`config.mk`:
```
export PLATFORM = sky130hd
export DESIGN_NAME = instruction_fetch
export DESIGN_NICKNAME = d
export VERILOG_FILES = /design/src/rtl/fetch_pkg.sv /design/src/rtl/fetch_buffer.sv /design/src/rtl/instruction_fetch.sv
export SDC_FILE = /design/constraint.sdc
export NUM_CORES = 1
export LEC_CHECK = 0
export CAP_MARGIN = 20
export CORE_UTILIZATION = 55
export DETAILED_ROUTE_END_ITERATION = 8
export PLACE_DENSITY = 0.89
export SLEW_MARGIN = 20
export SYNTH_ARGS = -nofsm -noshare
export SYNTH_HDL_FRONTEND = slang
export SYNTH_SLANG_ARGS = --single-unit
```
`constraint.sdc`:
```
create_clock -name clk -period 21.1 [get_ports clk]
set_clock_uncertainty 0.2 [all_clocks]
set_input_delay 4.22 -clock clk [delete_from_list [all_inputs] [get_ports clk]]
set_output_delay 4.22 -clock clk [all_outputs]
set_load 0.005 [all_outputs]
```
`src/rtl/fetch_pkg.sv`:
```
// Shared constants, FSM state encodings and FIFO payload type for the fetch stage.
package fetch_pkg;
   localparam int unsigned INST_WIDTH = 32;
   localparam int unsigned PC_STEP    = 4;

   localparam logic [1:0] ST_IDLE  = 2'd0;
   localparam logic [1:0] ST_FETCH = 2'd1;
   localparam logic [1:0] ST_DRAIN = 2'd2;

   typedef struct packed {
      logic [INST_WIDTH-1:0] pc;
      logic [INST_WIDTH-1:0] inst;
   } fetch_entry_t;
endpackage

```
`src/rtl/fetch_buffer.sv`:
```
// Synchronous FIFO of {pc, inst} entries between fetch and decode.
module fetch_buffer
   import fetch_pkg::*;
#(
   parameter int unsigned DEPTH = 2,
   localparam int unsigned CW   = $clog2(DEPTH + 1)
) (
   input  logic                  clk,
   input  logic                  reset,
   input  logic                  push,
   input  logic                  pop,
   input  logic                  flush,
   input  logic [INST_WIDTH-1:0] push_pc,
   input  logic [INST_WIDTH-1:0] push_inst,
   output logic                  head_valid,
   output logic [INST_WIDTH-1:0] head_pc,
   output logic [INST_WIDTH-1:0] head_inst,
   output logic [CW-1:0]         count
);
   localparam int unsigned PW = $clog2(DEPTH);

   fetch_entry_t storage [DEPTH];
   fetch_entry_t wr_entry;
   logic [PW-1:0] wr_ptr;
   logic [PW-1:0] rd_ptr;
   logic          do_pop;

   assign wr_entry.pc   = push_pc;
   assign wr_entry.inst = push_inst;
   assign do_pop        = pop & (count != '0);

   assign head_valid = (count != '0);
   assign head_pc    = storage[rd_ptr].pc;
   assign head_inst  = storage[rd_ptr].inst;

   // Storage is cleared on reset so the head outputs read zero afterwards.
   always_ff @(posedge clk) begin
      if (reset) begin
         wr_ptr <= '0;
         rd_ptr <= '0;
         count  <= '0;
         for (int i = 0; i < int'(DEPTH); i++) storage[i] <= '0;
      end else if (flush) begin
         wr_ptr <= '0;
         rd_ptr <= '0;
         count  <= '0;
      end else begin
         if (push) begin
            storage[wr_ptr] <= wr_entry;
            wr_ptr          <= wr_ptr + PW'(1);
         end
         if (do_pop) rd_ptr <= rd_ptr + PW'(1);
         case ({push, do_pop})
            2'b10:   count <= count + CW'(1);
            2'b01:   count <= count - CW'(1);
            default: ;
         endcase
      end
   end
endmodule

```
`src/rtl/instruction_fetch.sv`:
```
// Fetch stage: single-outstanding instruction reads, PC advance control, jump flush/drain.
module instruction_fetch
   import fetch_pkg::*;
#(
   parameter int unsigned BUFFER_DEPTH = 2
) (
   input  logic        clk,
   input  logic        reset,
   input  logic [31:0] pc,
   input  logic        jump_en,
   output logic        pc_enable,
   output logic        mem_req,
   output logic [31:0] mem_addr,
   input  logic        mem_ready,
   input  logic [31:0] mem_rdata,
   output logic        inst_valid,
   output logic [31:0] inst,
   output logic [31:0] inst_pc,
   input  logic        inst_ready
);
   localparam int unsigned CW  = $clog2(BUFFER_DEPTH + 1);
   localparam int unsigned CNW = CW + 1;

   logic [1:0]     state;
   logic [1:0]     state_next;
   logic [31:0]    addr_q;
   logic [31:0]    addr_next;
   logic [CW-1:0]  count;
   logic [CNW-1:0] count_next;
   logic           push;
   logic           pop;

   assign pop        = inst_valid & inst_ready & ~jump_en;
   assign push       = (state == ST_FETCH) & mem_ready & ~jump_en;
   assign pc_enable  = jump_en | push;
   assign count_next = CNW'(count) + CNW'(1) - CNW'(pop);
   assign mem_addr   = addr_q;

   // Next-state and address update.
   always_comb begin
      state_next = state;
      addr_next  = addr_q;
      case (state)
         ST_IDLE: begin
            if ((count < CW'(BUFFER_DEPTH)) && !jump_en) begin
               addr_next  = pc;
               state_next = ST_FETCH;
            end
         end
         ST_FETCH: begin
            if (jump_en) begin
               state_next = mem_ready ? ST_IDLE : ST_DRAIN;
            end else if (mem_ready) begin
               if (count_next < CNW'(BUFFER_DEPTH)) addr_next = addr_q + 32'(PC_STEP);
               else                                 state_next = ST_IDLE;
            end
         end
         ST_DRAIN: begin
            if (mem_ready) state_next = ST_IDLE;
         end
         default: state_next = ST_IDLE;
      endcase
   end

   always_ff @(posedge clk) begin
      if (reset) begin
         state   <= ST_IDLE;
         addr_q  <= '0;
         mem_req <= 1'b0;
      end else begin
         state   <= state_next;
         addr_q  <= addr_next;
         mem_req <= (state_next != ST_IDLE);
      end
   end

   fetch_buffer #(.DEPTH(BUFFER_DEPTH)) u_buffer (
      .clk        (clk),
      .reset      (reset),
      .push       (push),
      .pop        (pop),
      .flush      (jump_en),
      .push_pc    (addr_q),
      .push_inst  (mem_rdata),
      .head_valid (inst_valid),
      .head_pc    (inst_pc),
      .head_inst  (inst),
      .count      (count)
   );
endmodule

```
==> flow_metrics.tcl <==
set metrics [dict create \
    run_status "finished, final reports clean" \
    layout.core_utilization_pct 74.2 \
    die_h_um 123 \
    synth.cell_area_um2 8010 \
    global_route_wire_length_before_repair_mm 30.3 \
    synth-compound-area-share_pct 7.36 \
    synth_mux_area_share_pct 9.38 \
    postSynthRegisterBits 168 \
    timing.final.crit_period_ns 10.24 \
    final_setup_tns_ns 0 \
    cts_max_level 4 \
    cap_violations 0 \
    hold_viol_final 0 \
    cts-root-to-sink-buffers 2 \
    clk_pin_slew_worst_paths_ns 0.06 \
    worst_setup_path_start_kind "primary input" \
    setup_viol 0 \
    power-per-cell-area_nw_per_um2 75.5 \
    synth_area_per_cell_um2 11.8 \
    first_iteration_detailed_routing_drc_count 578 \
    cellLeakagePower_nw 3.74 \
    postSynthNetCount 749 \
    postCtsHoldBufs 0 \
    number_of_setup_buffers_added_after_cts 0 \
    gr-usage-all-layers_pct 26.6 \
    grt_start_max_net_pins 65 \
    port_buffers 167 \
    initial_core_util_pct 57.0 \
    ports_placed_on_the_boundary 168 \
    place.detailed.instances 983 \
    fin_crit_sh_pct 48.5 \
    tightestPinTransition_ns 1.12 \
    synthAdderAreaFrac_pct 0.313 \
    synth-edff-count 128 \
    antenna_violating_nets_post_route 0 \
    cts_resized 0 \
    finish.cell_count_without_fillers 1015 \
    setup_repair_after_global_routing_missed_its_margin "no" \
    numCtsBuffers 17 \
    drive_gt1_share_pct 15.1 \
    grt_overflow 0 \
    timing.final.max_slew_violations 0 \
    timing.critical_path.to_type "output pin" \
    row_count 43 \
    clkLatencyLatePin_ns 0.42 \
    fmax_mhz 97.7 \
    route.vias.total 6079 \
    antenna_found_initial 0 \
    floorplan.core_area_um2 14000 \
    vias_per_cell 5.99 \
    placed_area_um2 9780 \
    wl_per_cell_um 19.1 \
    place.gp.congestion 0.940 \
    fin_area_um2 10400 \
    post_synthesis_simple_gate_area_fraction_pct 21.8 \
    synth.lib_cells_used.distinct 60 \
    synthXorXnorAreaFrac_pct 0.437 \
    die-area_um2 15000 \
    tritoncts "built" \
    drt_first_pass_iters 5 \
    synth_top_family_by_area "simple AND/OR/NAND/NOR gates" \
    chipWidth_um 123 \
    criticalPathCategory "in2out" \
    yosysWarnings 0 \
    wp_data_required_ns 16.68 \
    totalWireLength_mm 19.4 \
    drc 0 \
    synth_cells 678 \
    sinks_on_clock_net 168 \
    areaGrowthSynthToFinish_pct 30.1 \
    worst_slew_margin_rel_pct 25.2 \
    ys_seq_area_share_pct 58.0 \
    postSynth.topFlopCell "sky130_fd_sc_hd__edfxtp_1" \
    worst_path_maximum_fanout 9 \
    num_antenna_cells 0 \
    dp_hpwl_mm 12.3 \
    asyncSetResetFlopFracSynth_pct 0 \
    via_count_of_the_first_global_routing_pass 6062 \
    cts_root_buf "sky130_fd_sc_hd__clkbuf_16" \
    peakVddDrop_uv 53.7 \
    hold_path.class "reg2reg" \
    post_layout_net_count 893 \
    whs_ns 0.291 \
    crit_arrival_ns 5.82 \
]
[stage by stage]
stage	setup WS (ns)	total power [mW]
2_1_floorplan	11.19	0.417
3_3_place_gp	10.96	0.459
3_5_place_dp	10.88	0.462
4_1_cts	10.88	0.788
5_1_grt	10.78	0.807
6_report	10.86	0.787
[sequential cells by signal (all words and copies together) (netlist names), named ones only]
name / flops
u_buffer.count: 2
mem_req: 1
u_buffer.rd_ptr: 1
state: 2
mem_addr: 32
u_buffer.wr_ptr: 1
u_buffer.storage: 128
[cells in the mapped netlist, types with 2 or more instances]
| cell type | number | area, um2 |
|---|---|---|
| sky130_fd_sc_hd__xnor2_1 | 2 | 17.5 |
| sky130_fd_sc_hd__a311oi_1 | 2 | 17.5 |
| sky130_fd_sc_hd__o31ai_1 | 4 | 30.0 |
| sky130_fd_sc_hd__nand4_1 | 7 | 43.8 |
| sky130_fd_sc_hd__ha_1 | 2 | 25.0 |
| sky130_fd_sc_hd__o21ai_0 | 14 | 70.1 |
| sky130_fd_sc_hd__and2_1 | 129 | 807 |
| sky130_fd_sc_hd__nor4_2 | 4 | 50.1 |
| sky130_fd_sc_hd__edfxtp_1 | 128 | 3840 |
| sky130_fd_sc_hd__a31oi_1 | 7 | 43.8 |
| sky130_fd_sc_hd__nor4_1 | 13 | 81.3 |
| sky130_fd_sc_hd__buf_1 | 3 | 11.3 |
| sky130_fd_sc_hd__dfxtp_1 | 40 | 801 |
| sky130_fd_sc_hd__nor3_2 | 4 | 40.0 |
| sky130_fd_sc_hd__nor2_1 | 26 | 97.6 |
| sky130_fd_sc_hd__and3_1 | 8 | 50.1 |
| sky130_fd_sc_hd__or3_1 | 5 | 31.3 |
| sky130_fd_sc_hd__buf_2 | 5 | 25.0 |
| sky130_fd_sc_hd__a21o_1 | 2 | 15.0 |
| sky130_fd_sc_hd__a21oi_1 | 24 | 120 |
| sky130_fd_sc_hd__clkbuf_1 | 39 | 146 |
| sky130_fd_sc_hd__o21ai_1 | 4 | 20.0 |
| sky130_fd_sc_hd__o311ai_1 | 2 | 17.5 |
| sky130_fd_sc_hd__a22oi_1 | 2 | 15.0 |
| sky130_fd_sc_hd__o2111ai_1 | 2 | 17.5 |
| sky130_fd_sc_hd__a211oi_1 | 6 | 45.0 |
| sky130_fd_sc_hd__and4_1 | 5 | 43.8 |
| sky130_fd_sc_hd__nor3_1 | 11 | 55.1 |
| sky130_fd_sc_hd__inv_1 | 7 | 26.3 |
| sky130_fd_sc_hd__o22ai_1 | 2 | 12.5 |
| sky130_fd_sc_hd__mux2i_1 | 3 | 30.0 |
| sky130_fd_sc_hd__or2_2 | 6 | 37.5 |
| sky130_fd_sc_hd__xor2_1 | 2 | 17.5 |
| sky130_fd_sc_hd__nand2b_1 | 5 | 31.3 |
| sky130_fd_sc_hd__a2bb2oi_1 | 4 | 35.0 |
| sky130_fd_sc_hd__mux2_2 | 64 | 721 |
| sky130_fd_sc_hd__nand2_1 | 42 | 158 |
| sky130_fd_sc_hd__nand3_2 | 2 | 20.0 |
| sky130_fd_sc_hd__nand3_1 | 20 | 100 |
[power by group]
group,leakage [nW],switching [mW],internal [mW]
Combinational,1.79,0.0334,0.0408
Sequential,1.66,0.0129,0.369
Clock,0.292,0.126,0.204
[area by class of cell]
type                    count  area (um2)
multi-input cells         455        3170
clock buffers              21         460
inverters                   7        26.3
flip-flops and latches    168        4650
repair buffers            173        1720
well taps                 180         225
fillers                   921        3630
clock inverters            11         171
[cells in the final DEF (no fill, tap or decap), types with 5 or more instances in the layout]
cell type and n:
sky130_fd_sc_hd__a211oi_1 6, sky130_fd_sc_hd__a21oi_1 24, sky130_fd_sc_hd__a31oi_1 7, sky130_fd_sc_hd__and2_1 129
sky130_fd_sc_hd__and3_1 8, sky130_fd_sc_hd__and4_1 5, sky130_fd_sc_hd__buf_4 6, sky130_fd_sc_hd__clkbuf_16 17
sky130_fd_sc_hd__clkdlybuf4s50_1 167, sky130_fd_sc_hd__clkinvlp_4 5, sky130_fd_sc_hd__dfxtp_1 39, sky130_fd_sc_hd__edfxtp_1 128
sky130_fd_sc_hd__inv_1 7, sky130_fd_sc_hd__mux2_2 64, sky130_fd_sc_hd__nand2_1 42, sky130_fd_sc_hd__nand2b_1 5
sky130_fd_sc_hd__nand3_1 20, sky130_fd_sc_hd__nand4_1 7, sky130_fd_sc_hd__nor2_1 26, sky130_fd_sc_hd__nor3_1 11
sky130_fd_sc_hd__nor4_1 13, sky130_fd_sc_hd__o21ai_0 13, sky130_fd_sc_hd__or2_2 5, sky130_fd_sc_hd__or3_1 5
[routing by layer]
layer | vias to the layer above | share of wire [%] | global-route usage [%]
met3 | 43 | 6.8 | 4.60
met1 | 2962 | 40 | 32.2
li1 | 2765 | - | -
met5 | - | 0 | 0
met2 | 309 | 51 | 46.3
met4 | 0 | 2.1 | 11.7
[worst max-delay path, stage by stage]
cell and delay [ns]:
sky130_fd_sc_hd__clkdlybuf4s50_1 0.54, sky130_fd_sc_hd__nand2_1 0.31, sky130_fd_sc_hd__nand2b_1 0.22, sky130_fd_sc_hd__clkdlybuf4s50_1 0.52
[kinds of logic after synthesis]
kind of cell,after synthesis
compound gates,87
xor+xnor,4
flops,168
mux,67
simple gates,295
fa+ha+maj,2
buf+inv,55
[final timing paths]
kind / slack, ns / from / end / depth (start not counted)
worst max register to register: 16.79 / state[0] / u_buffer.storage[1][48] / 6
worst max-delay path: 10.86 / mem_ready / pc_enable / 4
worst min-delay path: 0.29 / mem_addr[0] / mem_addr[0] / 2
worst min register to register: 0.29 / mem_addr[0] / mem_addr[0] / 2
(Power assumes the default switching activity.)
